### src/rtl/iq_age_scheduler.sv
// Oldest-first select/allocate controller for the issue queue: valid bits, ROB tags and an NxN age matrix.
// Optional IQ_SEL_STATS_EN adds saturating issue/stall counters (stat_issued, stat_stall).
module iq_age_scheduler #(
    parameter int N_ENTRY  = 4,
    parameter int ROB_SIZE = 8,
    localparam int IDX_W   = $clog2(N_ENTRY),
    localparam int ROB_W   = $clog2(ROB_SIZE)
) (
    input  logic                clk,
    input  logic                rst,
    input  logic                alloc_valid,
    input  logic [ROB_W-1:0]    alloc_rob_idx,
    output logic                alloc_ok,
    output logic [IDX_W-1:0]    alloc_idx,
    input  logic [N_ENTRY-1:0]  req_ready,
    output logic                grant_valid,
    output logic [IDX_W-1:0]    grant_idx,
    output logic [N_ENTRY-1:0]  grant_onehot,
    input  logic                issue_accept,
    input  logic                flush,
    input  logic [ROB_SIZE-1:0] flush_mask,
    output logic [N_ENTRY-1:0]  entry_valid,
    output logic [IDX_W:0]      occupancy
`ifdef IQ_SEL_STATS_EN
    ,
    output logic [31:0]         stat_issued,
    output logic [31:0]         stat_stall
`endif
);

    logic [N_ENTRY-1:0]                valid;
    logic [N_ENTRY-1:0]                valid_nxt;
    logic [N_ENTRY-1:0][N_ENTRY-1:0]   older;
    logic [N_ENTRY-1:0][N_ENTRY-1:0]   older_nxt;
    logic [N_ENTRY-1:0][ROB_W-1:0]     tag;
    logic [N_ENTRY-1:0]                cand;
    logic [N_ENTRY-1:0]                win;
    logic [N_ENTRY-1:0]                issue_clr;
    logic [N_ENTRY-1:0]                flush_clr;
    logic [N_ENTRY-1:0]                clr;
    logic                              alloc_take;
    logic                              issued;

    assign entry_valid = valid;
    assign alloc_ok    = |(~valid);
    assign cand        = valid & req_ready;
    assign grant_valid = |cand;
    assign issued      = grant_valid & issue_accept;

    always_comb begin
        alloc_idx = '0;
        for (int unsigned i = N_ENTRY; i > 0; i--) begin
            if (!valid[i-1]) alloc_idx = IDX_W'(i - 1);
        end
    end

    // Entry i wins when no other candidate is recorded as older than it.
    always_comb begin
        win       = '0;
        grant_idx = '0;
        for (int unsigned i = 0; i < N_ENTRY; i++) begin
            win[i] = cand[i];
            for (int unsigned j = 0; j < N_ENTRY; j++) begin
                if (cand[j] && older[j][i]) win[i] = 1'b0;
            end
            if (win[i]) grant_idx = IDX_W'(i);
        end
        grant_onehot = win;
    end

    always_comb begin
        occupancy = '0;
        for (int unsigned i = 0; i < N_ENTRY; i++) begin
            occupancy = occupancy + (IDX_W+1)'(valid[i]);
        end
    end

    always_comb begin
        issue_clr = issued ? win : '0;
        flush_clr = '0;
        for (int unsigned i = 0; i < N_ENTRY; i++) begin
            flush_clr[i] = flush & valid[i] & flush_mask[tag[i]];
        end
        clr        = issue_clr | flush_clr;
        alloc_take = alloc_valid & alloc_ok & ~(flush & flush_mask[alloc_rob_idx]);
        valid_nxt  = valid & ~clr;
        older_nxt  = older;
        if (alloc_take) begin
            valid_nxt[alloc_idx] = 1'b1;
            older_nxt[alloc_idx] = '0;
            // Survivors of this cycle become older than the new entry.
            for (int unsigned j = 0; j < N_ENTRY; j++) begin
                older_nxt[j][alloc_idx] = valid[j] & ~clr[j];
            end
        end
    end

    always_ff @(posedge clk) begin
        if (rst) begin
            valid <= '0;
            older <= '0;
            tag   <= '0;
        end else begin
            valid <= valid_nxt;
            older <= older_nxt;
            if (alloc_take) tag[alloc_idx] <= alloc_rob_idx;
        end
    end

`ifdef IQ_SEL_STATS_EN
    always_ff @(posedge clk) begin
        if (rst) begin
            stat_issued <= '0;
            stat_stall  <= '0;
        end else begin
            if (issued && stat_issued != '1) stat_issued <= stat_issued + 32'd1;
            if ((|valid) && !grant_valid && stat_stall != '1) stat_stall <= stat_stall + 32'd1;
        end
    end
`endif

endmodule

### config.mk
export PLATFORM = sky130hd
export DESIGN_NAME = iq_age_scheduler
export DESIGN_NICKNAME = d
export VERILOG_FILES = /design/src/rtl/iq_age_scheduler.sv
export SDC_FILE = /design/constraint.sdc
export NUM_CORES = 1
export LEC_CHECK = 0
export CORE_MARGIN = 2
export CORE_UTILIZATION = 40
export DETAILED_ROUTE_END_ITERATION = 16
export DONT_BUFFER_PORTS = 1
export PLACE_DENSITY = 0.58
export REMOVE_ABC_BUFFERS = 1
export SYNTH_ARGS = -nofsm -noshare
export SYNTH_HDL_FRONTEND = slang
export SYNTH_SLANG_ARGS = --single-unit
### constraint.sdc
create_clock -name clk -period 1.8 [get_ports clk]
set_input_delay 0.18 -clock clk [delete_from_list [all_inputs] [get_ports clk]]
set_output_delay 0.18 -clock clk [all_outputs]
set_load 0.005 [all_outputs]
=== Yosys cells after proc, flatten, opt, wreduce, memory -nomap -nowiden ===
Index checks and enable logic that the tools add are counted.

* Bitwise operators: 29
* Reductions and logical operators: 19
* Equal/unequal tests: 0
* Add/subtract/negate cells: 3
* Magnitude comparators: 7
* Div/mod/pow operators: 0
* Shift-type cells: 0
* Multipliers: 0
* Muxes and demuxes: 46

{| class="wikitable"
|+ Operators with widths
! operator !! number
|-
| two-way mux 1 bit || 23
|-
| < comparator 3 x 4 -> 1 bit (second input constant) || 5
|-
| logical AND 1 bit || 17
|-
| AND 1 bit || 16
|-
| AND 16 bit || 1
|-
| bitwise mux 4 bit || 4
|-
| NOT 16 bit || 1
|-
| binary-select mux 1 bit (select 3 bit) || 5
|-
| bitwise mux 12 bit || 1
|-
| two-way mux 2 bit || 6
|-
| two-way mux 4 bit || 3
|-
| AND 4 bit || 2
|-
| demux 4 bit (select 2 bit) || 1
|-
| NOT 4 bit || 2
|-
| bitwise OR 4 bit || 2
|-
| OR reduction 4 bit || 2
|-
| demux 3 bit (select 2 bit) || 1
|-
| NOT 1 bit || 5
|-
| adder 2 x 1 -> 3 bit || 1
|-
| adder 3 x 1 -> 3 bit || 1
|-
| < comparator 2 x 3 -> 1 bit (second input constant) || 1
|-
| two-way mux 3 bit || 1
|-
| adder 1 x 1 -> 2 bit || 1
|-
| demux 1 bit (select 2 bit) || 1
|-
| >= comparator 2 x 1 -> 1 bit (second input constant) || 1
|}

* Memory bits (read-only): 0
* Logic and storage cells: 113
* Register bits: 32
* Latch bits: 0
* Memories kept: 0
* Input bits: 20
* Output and inout port bits: 17
* Memory bits (writable): 0

=== Longest topological paths before layout ===
* Depth after elaboration: 12
* Mapped depth: 7
* Gate-level depth less buffers: 6

=== Least setup slack after synthesis ===
Ideal clock, no wire load.

* Kind: register to output
* Start point: register valid[0], in the netlist entry_valid[0]
* End point: output port occupancy[1]
* Stages on the path, launching flop included: 7
* Path buffers: 1
* Path slack: -0.118 ns
* Data arrival time: 1.738 ns
* Cells stage by stage: dfxtp_1 -> clkbuf_1 -> inv_1 -> fa_1 -> inv_1 -> ha_1 -> ha_1

* Word-level cells in the longest chain between the ends: 3

{| class="wikitable"
|+ Ends and longest elaborated chain
! item !! RTL line !! source
|-
| start: declaration || 31 || <nowiki>logic [N_ENTRY-1:0] valid;</nowiki>
|-
| start signal: assignment || 104 || <nowiki>valid <= valid_nxt;</nowiki>
|-
| adder 1 x 1 -> 2 bit || 74 || <nowiki>occupancy = occupancy + (IDX_W+1)'(valid[i]);</nowiki>
|-
| adder 2 x 1 -> 3 bit || 74 ||
|-
| adder 3 x 1 -> 3 bit || 74 ||
|-
| end: declaration || 23 || <nowiki>output logic [IDX_W:0] occupancy</nowiki>
|}

No other way between the ends.

=== Worst setup path after layout ===
* Start point: register valid[3], in the netlist entry_valid[3]
* End point: output port occupancy[1]

* Word-level cells in the longest chain between the ends: 1

{| class="wikitable"
|+ Ends and longest elaborated chain
! item !! RTL line
|-
| adder 3 x 1 -> 3 bit || 74
|}

No other way between the ends.

==> impl_metrics.ini <==
[clock_network]
cts_tree = built
cts-htree-levels = 2
worst_skew_pair.late_latency_ns = 0.28
cts.clk_slew.worst_paths_ns = 0.07
cts_buffers = 5
cts.sinks = 32
cts-root-buf = clkbuf_8
clk_path_buf_depth = 2

[floorplan]
num_rows = 25
io_pins = 37
dieArea_um2 = 5470
initial_utilization_pct = 41.5
core_um2 = 4720
die_x_um = 74.0
die_y_um = 74.0

[setup_path]
crit_type = reg2out
cp-end-kind = output pin
path_buf_inv = 2
cp_top_family = adder cells
setup.worst_path.start_class = flip-flop
crit_path_start = entry_valid[3]
required_ns = 1.62
r2r_slack_ns = -0.06
arrival_ns = 1.69
crit_fanout = 2
worstPathCellList = inv_4 > fa_1 > inv_1 > ha_2 > ha_4
max_stage_delay_ns = 0.52
rr_startpoint = tag[0]
slowest_stage = fa_1

[global_routing]
grt_use_total_pct = 23.4
gr-total-overflow = 0
grt_pass1_wl_mm = 9.43
antenna_found_initial = 0
first_global_vias = 1769
grt_max_degree = 22

[routing]
wl_mm = 6.19
num_vias = 1825
vias_per_cell = 5.70
ant_nets = 0
drt-initial-drc-count = 138
wl_per_cell_um = 19.3
drc = 0
drt-pass1-iter-count = 4

[sta]
setup_viol = 6
max_slew_margin_pct = 37.9
fin_setup_tns_ns = -0.204
worst_pin_slew_ns = 0.928
max_freq_ghz = 0.536
layout_setup_ws_ns = -0.0672
clock_skew_ns = 0.00404
period_needed_ns = 1.87
hold_viol = 0
fin_crit_sh_pct = 104
rsz0062_at_grt = yes
drv_slew = 0

[cells_and_area]
most-common-layout-cells = 42 x buf_4, 26 x dfxtp_1, 21 x nor2_1
syn_to_final_growth_pct = 36.1
diodes = 0
final_core_utilization_pct = 56.5
drive_gt1_share_pct = 40.3
layout_commonest_cell = buf_4
layout.cells.non_filler = 320
nNetsFinal = 277
n_fill_cell = 430

[logic_synthesis]
netlist_area_um2 = 1960
synth_enable_flop_cells = 0
synth_top_area_share_pct = 32.7
synth_top_area_cell = dfxtp_1
synth_flop_cell = dfxtp_1
synth_cells = 209
avgSynthCellArea_um2 = 9.38
synth_seq_area_share_pct = 32.7
synth-seq-cells = 32
synth_cell_types = 40
yosysWarnings = 0
synthArstFlopShare_pct = 0
synth.area.top_cells = dfxtp_1 33%, mux2i_1 9.7%, mux4_2 8.0%, nor2_1 4.4%, nand2b_1 4.2%

[worst_hold_path]
hold_path.startpoint = rst
hold_path_class = in2reg

[power]
peakVddDrop_v = 0.000486
power.density_nw_per_um2 = 604
p_leak_nw = 1.02

[placement]
post-dp-hpwl_mm = 4.32
dp.cells = 301
pre_cts_slack_ns = -0.112
portBuffers = 0
gp_congestion = 0.834

[flow_run]
maxCapViolations = 0

[run_status]
violations = negative setup slack
status = finished with violations
## final timing paths
kind             endpoint  cells past startpoint
min reg2reg      older[6]                      1
max reg2reg      older[3]                      5
min              older[2]                      1
max          occupancy[1]                      5
## cell type report
class                   instances  area [um^2]  area share, %
multi-input cells             152         1410           53.0
flip-flops and latches         32          656           24.6
repair buffers                 47          370           13.9
clock buffers                   8         90.1           3.38
well taps                      67         83.8           3.14
inverters                      14         55.1           2.06
## cell usage after synthesis (2+ instances only)
cell	count
nor2b_1	3
a21oi_2	3
nand3_1	7
clkbuf_1	9
nand2_1	13
and3_1	7
mux2i_1	19
mux4_2	7
o32ai_1	8
and3b_1	2
nor3b_1	3
a221oi_1	3
a221o_1	3
nor2_1	23
nand2b_1	13
a211oi_1	4
a22o_1	2
nand3b_1	3
dfxtp_1	32
buf_6	2
inv_1	14
ha_1	4
mux2_1	2
nand4_1	2
a21oi_1	6
## metal layers
metal / track usage (%) / vias to the layer above / share of wire, %
met5: 0 / - / 0
met4: 4.85 / 0 / 1.2
met3: 6.10 / 9 / 7.2
met2: 38.9 / 68 / 49
met1: 30.9 / 889 / 43
li1: - / 859 / -
## cells by family (layout without fill, tap and decap cells)
logic type                 Yosys count  after routing  share of synthesized area [%]
DFF                                 32             32                           32.7
muxes                               29             29                           19.5
AOI/OAI and AO/OA                   40             40                           18.0
adders and majority gates            5              5                           3.58
and+or+nand+nor                     78             78                           20.7
buffers and inverters               25             69                           5.56
## report_power, final
| group | total (mW) | internal (mW) | leakage, nW | switching, mW |
|---|---|---|---|---|
| logic | 0.307 | 0.159 | 0.709 | 0.148 |
| clock network | 0.569 | 0.312 | 0.0455 | 0.258 |
| registers | 0.734 | 0.719 | 0.262 | 0.0151 |
| total | 1.61 | 1.19 | 1.02 | 0.421 |
## metrics by stage
stage | total power, mW | hold slack [ns] | area [um^2]
after floorplan | 0.891 | 0.249 | 1900
after global placement | 0.984 | 0.256 | 2260
after detailed placement | 0.984 | 0.255 | 2260
after CTS | 1.60 | 0.00369 | 2550
after global routing | 1.68 | 0.00358 | 2670
final | 1.61 | 0.00568 | 2670
## what timing repair did
| item | in CTS | in global routing |
|---|---|---|
| hold buffers | 1 | 0 |
| endpoints found under the setup margin | 16 | 27 |
| pin swaps | 9 | 12 |
| hold endpoints to repair | 20 | 0 |
| cloned | 0 | 0 |
| resized for setup | 33 | 22 |
| buffers inserted | 8 | 2 |
## worst register-to-register path: cells and delay by family, from the launching register on
| kind | cells | cell delay (ns) |
|---|---|---|
| muxes | 1 | 0.50 |
| AOI/OAI and AO/OA | 2 | 0.61 |
| and+or+nand+nor | 1 | 0.15 |
| DFF | 1 | 0.34 |
| buffers and inverters | 1 | 0.18 |
Note: power is estimated with default switching activity, not from simulation.
